==> src/rtl/paralelo_serial_if.sv <==
// Byte handshake between an upstream producer and the paralelo_serial
// transmitter.
//   data_in   : byte offered by the producer
//   valid_in  : data_in holds a byte
//   ready_out : transmitter FIFO can take a byte this cycle
// A byte moves on a clock edge where valid_in && ready_out.
interface paralelo_serial_if;
    logic [7:0] data_in;
    logic       valid_in;
    logic       ready_out;

    modport master (output data_in, output valid_in, input ready_out);
    modport slave  (input data_in, input valid_in, output ready_out);
endinterface

==> src/rtl/paralelo_serial.sv <==
// Byte-to-serial transmitter for the PHY link. Bytes are queued through
// a valid/ready handshake and shifted out MSB-first in 8-cycle slots.
// After reset a preamble of SYNC_BC comma bytes is sent. Empty slots are
// filled with the comma byte.
//
// State table:
//   SYNC   | preamble running, every slot carries IDLE_BYTE
//   ACTIVE | slots carry queued bytes, or IDLE_BYTE when the FIFO is empty
//
// Ports:
//   clk_32f    : bit clock, all logic on posedge
//   reset      : synchronous, active-high
//   link       : byte handshake (data_in / valid_in / ready_out)
//   data_out   : registered serial bit, MSB first
//   active_out : registered, preamble finished
//   idle_out   : registered, byte currently on data_out is filler/preamble
module paralelo_serial #(
    parameter int         SYNC_BC    = 4,
    parameter logic [7:0] IDLE_BYTE  = 8'hBC,
    parameter int         FIFO_DEPTH = 4
) (
    input  logic               clk_32f,
    input  logic               reset,
    paralelo_serial_if.slave   link,
    output logic               data_out,
    output logic               active_out,
    output logic               idle_out
);

    localparam int PW = $clog2(FIFO_DEPTH);

    typedef enum logic {SYNC, ACTIVE} state_t;

    state_t       state;
    state_t       state_nx;

    logic [7:0]   sh;
    logic         sh_idle;
    logic [2:0]   bit_cnt;
    logic [3:0]   bc_cnt;

    logic [7:0]   mem [FIFO_DEPTH];
    logic [PW-1:0] wr_ptr;
    logic [PW-1:0] rd_ptr;
    logic [PW:0]  count;

    logic         boundary;
    logic         push;
    logic         pop;
    logic [7:0]   load_byte;

    assign boundary       = (bit_cnt == 3'd7);
    assign link.ready_out = !reset && (count < (PW+1)'(FIFO_DEPTH));
    assign push           = link.valid_in && link.ready_out;
    // The head is taken only at a slot boundary while ACTIVE; a byte written
    // on that same edge is not yet visible in count, so there is no bypass.
    assign pop            = boundary && (state == ACTIVE) && (count != '0);
    assign load_byte      = pop ? mem[rd_ptr] : IDLE_BYTE;

    always_ff @(posedge clk_32f) begin
        if (reset) begin
            state <= SYNC;
        end else begin
            state <= state_nx;
        end
    end

    always_comb begin
        state_nx = state;
        case (state)
            SYNC: begin
                // Slot 1 is preloaded, so the boundary loading comma number
                // SYNC_BC is the one seen while bc_cnt == SYNC_BC-1.
                if (boundary && (bc_cnt == 4'(SYNC_BC - 1))) begin
                    state_nx = ACTIVE;
                end
            end
            ACTIVE: begin
                state_nx = ACTIVE;
            end
            default: begin
                state_nx = SYNC;
            end
        endcase
    end

    always_ff @(posedge clk_32f) begin
        if (reset) begin
            bc_cnt <= 4'd1;
        end else if ((state == SYNC) && boundary) begin
            bc_cnt <= bc_cnt + 4'd1;
        end
    end

    always_ff @(posedge clk_32f) begin
        if (reset) begin
            sh         <= IDLE_BYTE;
            sh_idle    <= 1'b1;
            bit_cnt    <= 3'd0;
            data_out   <= 1'b0;
            idle_out   <= 1'b0;
            active_out <= 1'b0;
        end else begin
            data_out   <= sh[7];
            active_out <= (state_nx == ACTIVE);
            // The slot flag follows the byte and surfaces with its first bit.
            if (bit_cnt == 3'd0) begin
                idle_out <= sh_idle;
            end
            if (boundary) begin
                sh      <= load_byte;
                sh_idle <= !pop;
                bit_cnt <= 3'd0;
            end else begin
                sh      <= {sh[6:0], 1'b0};
                bit_cnt <= bit_cnt + 3'd1;
            end
        end
    end

    always_ff @(posedge clk_32f) begin
        if (push) begin
            mem[wr_ptr] <= link.data_in;
        end
    end

    always_ff @(posedge clk_32f) begin
        if (reset) begin
            wr_ptr <= '0;
            rd_ptr <= '0;
            count  <= '0;
        end else begin
            if (push) begin
                wr_ptr <= wr_ptr + 1'b1;
            end
            if (pop) begin
                rd_ptr <= rd_ptr + 1'b1;
            end
            case ({push, pop})
                2'b10:   count <= count + 1'b1;
                2'b01:   count <= count - 1'b1;
                default: count <= count;
            endcase
        end
    end

endmodule

==> src/flat_wrapper.sv <==
// flat-port wrapper written by rule: the top's interface ports become plain ports
module paralelo_serial_flat 
#(
    parameter int         SYNC_BC    = 4,
    parameter logic [7:0] IDLE_BYTE  = 8'hBC,
    parameter int         FIFO_DEPTH = 4
)
  (clk_32f, reset, data_out, active_out, idle_out, link_data_in, link_valid_in, link_ready_out);
  paralelo_serial_if link_i ();
  input  logic clk_32f;
  input  logic reset;
  output logic data_out;
  output logic active_out;
  output logic idle_out;
  input wire logic [$bits(link_i.data_in)-1:0] link_data_in;
  input wire logic [$bits(link_i.valid_in)-1:0] link_valid_in;
  output wire logic [$bits(link_i.ready_out)-1:0] link_ready_out;
  assign link_i.data_in = link_data_in;
  assign link_i.valid_in = link_valid_in;
  assign link_ready_out = link_i.ready_out;
  paralelo_serial #(.SYNC_BC(SYNC_BC), .IDLE_BYTE(IDLE_BYTE), .FIFO_DEPTH(FIFO_DEPTH)) u_core (.clk_32f(clk_32f), .reset(reset), .link(link_i), .data_out(data_out), .active_out(active_out), .idle_out(idle_out));
endmodule
==> config.mk <==
export PLATFORM = sky130hd
export DESIGN_NAME = paralelo_serial_flat
export DESIGN_NICKNAME = d
export VERILOG_FILES = /design/src/rtl/paralelo_serial_if.sv /design/src/rtl/paralelo_serial.sv /design/src/flat_wrapper.sv
export SDC_FILE = /design/constraint.sdc
export NUM_CORES = 1
export LEC_CHECK = 0
export CORE_ASPECT_RATIO = 1.1
export CORE_MARGIN = 4
export CORE_UTILIZATION = 25
export DETAILED_ROUTE_END_ITERATION = 12
export GPL_ROUTABILITY_DRIVEN = 0
export GPL_TIMING_DRIVEN = 0
export HOLD_SLACK_MARGIN = 0.12
export PLACE_DENSITY = 0.49
export RECOVER_POWER = 100
export SKIP_LAST_GASP = 1
export SLEW_MARGIN = 0
export SYNTH_ARGS = -nofsm -noshare
export SYNTH_HDL_FRONTEND = slang
export SYNTH_SLANG_ARGS = --single-unit
==> constraint.sdc <==
create_clock -name clk_32f -period 3.2 [get_ports clk_32f]
set_clock_uncertainty 0.2 [all_clocks]
set_input_delay 0.64 -clock clk_32f [delete_from_list [all_inputs] [get_ports clk_32f]]
set_output_delay 0.64 -clock clk_32f [all_outputs]
set_load 0.02 [all_outputs]
Word level (Yosys, flattened, before mapping)
Memory sizes are Yosys's and may differ from the RTL's. A register that Yosys moved wholly into a read port is not among the register bits.
Cells that the tools add are included.
{ "word_totals": {"memories": 1, "wordCells": 48, "mem_bits_rw": 32, "regBits": 26} }
{ "memory_table": {"columns": ["memory", "depth", "word_bits", "rd", "rd_ports_with_merged_regs", "wr", "line_no", "rtl"], "rows": [
  ["u_core.mem", 4, 8, 1, 1, 1, "paralelo_serial.sv:42", "logic [7:0] mem [FIFO_DEPTH];"]
]} }
{ "classes": {"n_addsub": 6, "mux": 9, "magnitude_cmp": 1, "bitwise_logic": 3, "eq_ne": 4, "reduce_logical": 13} }
{ "op_table": {"columns": ["op", "n"], "rows": [
  ["2-to-1 mux 8 bit", 2],
  ["adder 3 x 1 -> 3 bit (second input constant)", 2],
  ["logical AND 1 bit", 6],
  ["one-hot mux 3 bit (2 select lines)", 1],
  ["adder 2 x 1 -> 2 bit (second input constant)", 2],
  ["adder 4 x 1 -> 4 bit (second input constant)", 1],
  ["equality test 4 x 2 -> 1 bit (second input constant)", 1],
  ["2-to-1 mux 2 bit", 2],
  ["equality test 3 bit (second input constant)", 1],
  ["logical NOT 3 bit", 1],
  ["less-than comparator 3 bit (second input constant)", 1],
  ["2-to-1 mux 1 bit", 3],
  ["inverter 1 bit", 3],
  ["nonzero test 3 bit", 1],
  ["OR reduction 3 bit", 1],
  ["subtractor 3 x 1 -> 3 bit (second input constant)", 1],
  ["equality test 2 x 1 -> 1 bit (second input constant)", 1],
  ["equality test 2 bit (second input constant)", 1],
  ["logical NOT 1 bit", 2],
  ["one-hot mux 1 bit (2 select lines)", 1],
  ["nonzero test 2 bit", 1],
  ["OR reduction 2 bit", 1]
]} }

Depth between registers and ports, before layout
{ "logic_depth": {"ltp_word": 5, "depth_mapped": 10} }

Worst setup path before layout
Ideal clock, no wire load.
{ "synth_path": {"kind": "register to register", "startpoint": "reg u_core.bit_cnt[0]", "endpoint": "reg u_core.count[2]", "arrival_ns": 2.105, "path_buffers": 0, "setup_slack_ns": 0.826, "synth_period_minus_slack_ns": 2.374, "path_stages_with_launch": 11, "setup_ns": 0.070, "cell_sequence": "dfxtp_1 > ha_1 > ha_1 > o311ai_4 > inv_1 > ha_1 > inv_1 > fa_1 > xor2_1 > or3_1 > a21oi_1"} }
{ "synth_via": {"elab_chain_cells": 5} }
{ "synth_rtl": {"columns": ["item", "line_no", "rtl"], "rows": [
  ["from (decl)", "paralelo_serial.sv:39", "logic [2:0] bit_cnt;"],
  ["from (signal assigned)", "paralelo_serial.sv:116", "bit_cnt <= bit_cnt + 3'd1;"],
  ["equality test 3 bit (*)", "paralelo_serial.sv:52", "assign boundary = (bit_cnt == 3'd7);"],
  ["logical AND 1 bit (*) (2 in series)", "paralelo_serial.sv:57", "assign pop = boundary && (state == ACTIVE) && (count != '0);"],
  ["equality test 2 x 1 -> 1 bit or equality test 2 bit (tied branches)", "paralelo_serial.sv:139", "case ({push, pop})"],
  ["one-hot mux 3 bit (2 select lines) or nonzero test 2 bit (tied branches)", null, null],
  ["to (signal assigned)", "paralelo_serial.sv:140", "2'b10: count <= count + 1'b1;"],
  ["to (signal assigned)", "paralelo_serial.sv:141", "2'b01: count <= count - 1'b1;"],
  ["to (signal assigned)", "paralelo_serial.sv:142", "default: count <= count;"],
  ["to (decl)", "paralelo_serial.sv:45", "logic [PW:0] count;"]
]} }
Mark *: on every way between the ends. The rest lies on a longest branch, timed or not.
A chain may end at the register's enable or synchronous reset.

Worst setup path after layout
{ "layout_path": {"startpoint": "in reset", "endpoint": "out link_ready_out"} }
{ "layout_via": {"elab_chain_cells": 2} }
{ "layout_rtl": {"columns": ["item", "line_no", "rtl"], "rows": [
  ["from (decl)", "flat_wrapper.sv:11", "input logic reset;"],
  ["logical NOT 1 bit", "paralelo_serial.sv:53", "assign link.ready_out = !reset && (count < (PW+1)'(FIFO_DEPTH));"],
  ["logical AND 1 bit", "paralelo_serial.sv:53", null],
  ["to (decl)", "flat_wrapper.sv:17", "output wire logic [$bits(link_i.ready_out)-1:0] link_ready_out;"]
]} }
Every way passes these cells.

==> summary.md <==
| Metric | Value |
|---|---|
| Run status | complete, no violations |
| Flip-flop and latch count after synthesis | 60 |
| Sum of met2 wire segment lengths after detailed routing | roughly 1.7 mm |
| Final standard cell area without fillers | between 2000 and 3000 sq um |
| Global-route congestion overflow total | 0 |
| Crit path time final | 2.962 ns |
| Min-Delay Path Depth | 1 |
| Antenna Nets Post-Route | 0 |
| Top Ports | 15 |
| Number of DRC markers in iteration 0 | 43 |
| Core occupancy in the finished layout | 31.09% |
| Required time of the worst setup path | 2.36 ns |
| Worst Max-Slew Pin Slew | 0.6152 ns |
| Share of synthesized area occupied by flip-flops and latches | 65.62% |
| Part of the power in the clock network | around two fifths |
| Switching part of the total power | 21.54% |
| Total CTS buffers | 9 |
| Largest driver fanout on the critical path | 19 |
| CTS tree | yes |
| Commonest non-fill, non-tap cell in the layout | sky130_fd_sc_hd__edfxtp_1 |
| Hold wc startpoint | u_core.sh[7] |
| Clock insertion delay at the later pin of the skew report | about 0.33 ns |
| Startpoint types | input port |
| Share of total power in combinational logic | ~4.9% |
| Number of diodes | 0 |
| Met3 wirelength from detailed routing | 147 um |
| Wl on met1 | between 1.5 and 2 mm |
| Type of the worst setup path | input port to output pin |
| Distinct cell type count after synthesis | 29 |
| Max capacitance violation total | 0 |
| Layout cells sized above 1 | 15.05% |
| Average routed wire per standard cell | between 10 and 15 um |
| Vias in the first global route | ~1,200 |
| Highest achievable clock rate | between 300 and 400 MHz |
| Class of the worst hold path | flip-flop to flip-flop |
| Highest-count cells in the layout ignoring fill and taps | 32 x sky130_fd_sc_hd__edfxtp_1, 28 x sky130_fd_sc_hd__dfxtp_1, 16 x sky130_fd_sc_hd__nor2_1, 12 x sky130_fd_sc_hd__dlygate4sd3_1, 10 x sky130_fd_sc_hd__inv_1 |
| Sinks on Clock Net | 60 |
| Sequential cell fraction of total power | a little over half |
| Wire length of the first global-routing pass | between 6 and 7 mm |
| Fin. max-slew vios | 0 |
| Cell area after synthesis | about 2300 sq um |
| CTS H-Tree Depth | 3 |
| Worst slew margin | 58.96% |
| Horiz. Die Dim | about 100 um |
| Highest ir drop seen on vdd | between 0.2 and 0.25 mV |
| Port Buffers | 14 |
| Power per standard cell area | 561.0 nW/um^2 |
| Starting utilization of the core area | ~26% |
| Unrepaired setup endpoints after global routing | false |
| Crit share post-route | slightly above 90% |
| Startpoint of the worst-slack reg-to-reg timing path | u_core.bit_cnt[0] |
| Terminating pin of the worst hold path | u_core.data_out |
| Type of element capturing the critical path | output pin |
| Highest metal layer with signal wires | met4 |
| Place WS | -0.05322 ns |
| Fin worst setup slack | about 0.24 ns |
| Arrival time of the worst setup path | 2.12 ns |
| Standard-cell row count | 36 |
| Core area | 8964 sq um |
| Post-route worst hold slack | 0.2388 ns |
| Overall fraction of global-route tracks in use | ~7.6% |
| Cells resized by post-CTS repair | 0 |
| Clk buf depth | 2 |
| Leakage power | between 0.0009 and 0.001 uW |
| Mapped Nets | about 180 |
| Cell count of the worst reg-to-reg path | 10 |
| Destination of the worst register-to-register timing path | u_core.count[2] |
| NumNets Final | 202 |
| Pin count of the biggest net entering global routing | 20 |
| Cell area reported after detailed placement | between 2000 and 3000 sq um |
| Clk pin slew, worst setup/hold paths | 0.06 ns |
| Vertical die dimension | 109 um |
| Vias after detailed routing | approximately 1,200 |
| Detailed-route wire length | about 3.6 mm |
| Hold violation count in the final report | 0 |
| Via-to-Cell Ratio | around 4.2 |
| Number of instances in the synthesized netlist | roughly 160 |
| First-pass detailed-route iteration total | 4 |
| Mean post-synth cell area | between 10 and 15 sq um |
| Synth-to-Final Area Change | 20.18% |
| Number of antenna violations at the first check in global routing | 0 |
| Switching pwr | around 340 uW |
| DRC errors left | 0 |
| Die Footprint | approximately 11,000 sq um |
| Detailed placer's ending HPWL | between 2 and 3 mm |
| Buffer type at the clock tree root | sky130_fd_sc_hd__clkbuf_8 |
| Yosys warnings | 0 |
| Setup violators final | 0 |
| Count of buffers added by post-CTS timing repair for setup | 0 |
| Cell Int Power | between 1000 and 1500 uW |
| R2r setup slk | 0.62 ns |
cell type report:
type | instances | area (sq um)
Fill cell | 895 | 6177
Sequential cell | 60 | 1521
Multi-Input combinational cell | 82 | 723.2
Tap cell | 114 | 142.6
Timing Repair Buffer | 14 | 140.1
Clock buffer | 9 | 123.9
Clock inverter | 7 | 67.56
Inverter | 10 | 37.54
Buffer | 4 | 30.03
stage by stage:
stage | TNS, ns | cells | power [uW]
floorplan | 0 | 157 | 907.7
global placement | -0.06970 | 285 | 943.6
detailed placement | -0.05322 | 285 | 945.1
CTS | 0 | 300 | 1593
global route | 0 | 300 | 1639
finish | 0 | 300 | 1563
layer usage:
metal,up-vias,GRT usage (%)
met2,23,11.82
met4,0,3.512
met5,-,0
li1,611,-
met3,7,3.455
met1,605,8.834
power by group through the flow:
stage	registers [uW]	logic (uW)	clock network (uW)
finish	846	75.8	642
global route	848	86.0	705
CTS	846	81.6	665
detailed placement	863	82.1	0
global placement	862	81.3	0
floorplan	863	44.4	0
worst max path at each step:
| stage | from | end | slack, ns | cells past startpoint |
|---|---|---|---|---|
| 2_1_floorplan | u_core.bit_cnt[0] | u_core.count[2] | 0.83 | 10 |
| 3_3_place_gp | reset | link_ready_out | -0.07 | 5 |
| 3_5_place_dp | reset | link_ready_out | -0.05 | 5 |
| 4_1_cts | reset | link_ready_out | 0.34 | 4 |
| 5_1_grt | reset | link_ready_out | 0.19 | 4 |
| 6_report | reset | link_ready_out | 0.24 | 4 |
cells by family after synthesis:
group	count (synthesis)	share of synthesized area, %
muxes	9	8.203
AOI/OAI and AO/OA	17	5.828
adders and majority gates	10	5.721
and+or+nand+nor	40	9.282
xor gates and xnor gates	6	2.267
buffers and inverters	15	3.076
DFF	60	65.62
synthesized netlist by cell type:
cell	count	area share, %
sky130_fd_sc_hd__o21ai_0	3	0.65
sky130_fd_sc_hd__xor2_1	3	1.1
sky130_fd_sc_hd__or2_4	1	0.38
sky130_fd_sc_hd__o311ai_4	1	1.1
sky130_fd_sc_hd__edfxtp_1	32	41
sky130_fd_sc_hd__inv_1	10	1.6
sky130_fd_sc_hd__nor2_1	16	2.6
sky130_fd_sc_hd__mux2i_1	1	0.43
sky130_fd_sc_hd__nand3_1	1	0.22
sky130_fd_sc_hd__and2_1	7	1.9
sky130_fd_sc_hd__o31ai_1	1	0.32
sky130_fd_sc_hd__xnor2_1	3	1.1
sky130_fd_sc_hd__ha_1	9	4.9
sky130_fd_sc_hd__clkbuf_1	3	0.49
sky130_fd_sc_hd__nand2_1	3	0.49
sky130_fd_sc_hd__a22o_1	2	0.76
sky130_fd_sc_hd__or3_1	3	0.81
sky130_fd_sc_hd__nor2b_1	2	0.54
sky130_fd_sc_hd__buf_6	2	0.97
sky130_fd_sc_hd__nor3b_2	1	0.54
sky130_fd_sc_hd__o22a_1	5	1.9
sky130_fd_sc_hd__nand2b_1	3	0.81
sky130_fd_sc_hd__nor4bb_1	1	0.43
sky130_fd_sc_hd__mux4_2	8	7.8
sky130_fd_sc_hd__a21oi_1	5	1.1
sky130_fd_sc_hd__fa_1	1	0.86
sky130_fd_sc_hd__or2_2	1	0.27
sky130_fd_sc_hd__dfxtp_1	28	24
sky130_fd_sc_hd__nand3b_1	1	0.32
registers in the layout (all words and copies together) (netlist names), 2 cells and up, named ones only:
register and cells:
u_core.bc_cnt 4, u_core.rd_ptr 2, u_core.bit_cnt 3, u_core.mem 32
u_core.sh 8, u_core.wr_ptr 2, u_core.count 3
worst max-delay path: stages:
cell and delay (ns):
sky130_fd_sc_hd__dlygate4sd3_1 0.59, sky130_fd_sc_hd__buf_6 0.19, sky130_fd_sc_hd__nor2_1 0.09, sky130_fd_sc_hd__clkdlybuf4s50_1 0.61
what timing repair did:
item,4_1_cts,5_1_grt
hold endpoints to repair,0,0
setup endpoints to repair,1,0
hold buffers,0,0
No activity file was read; power rests on OpenSTA's default activity.
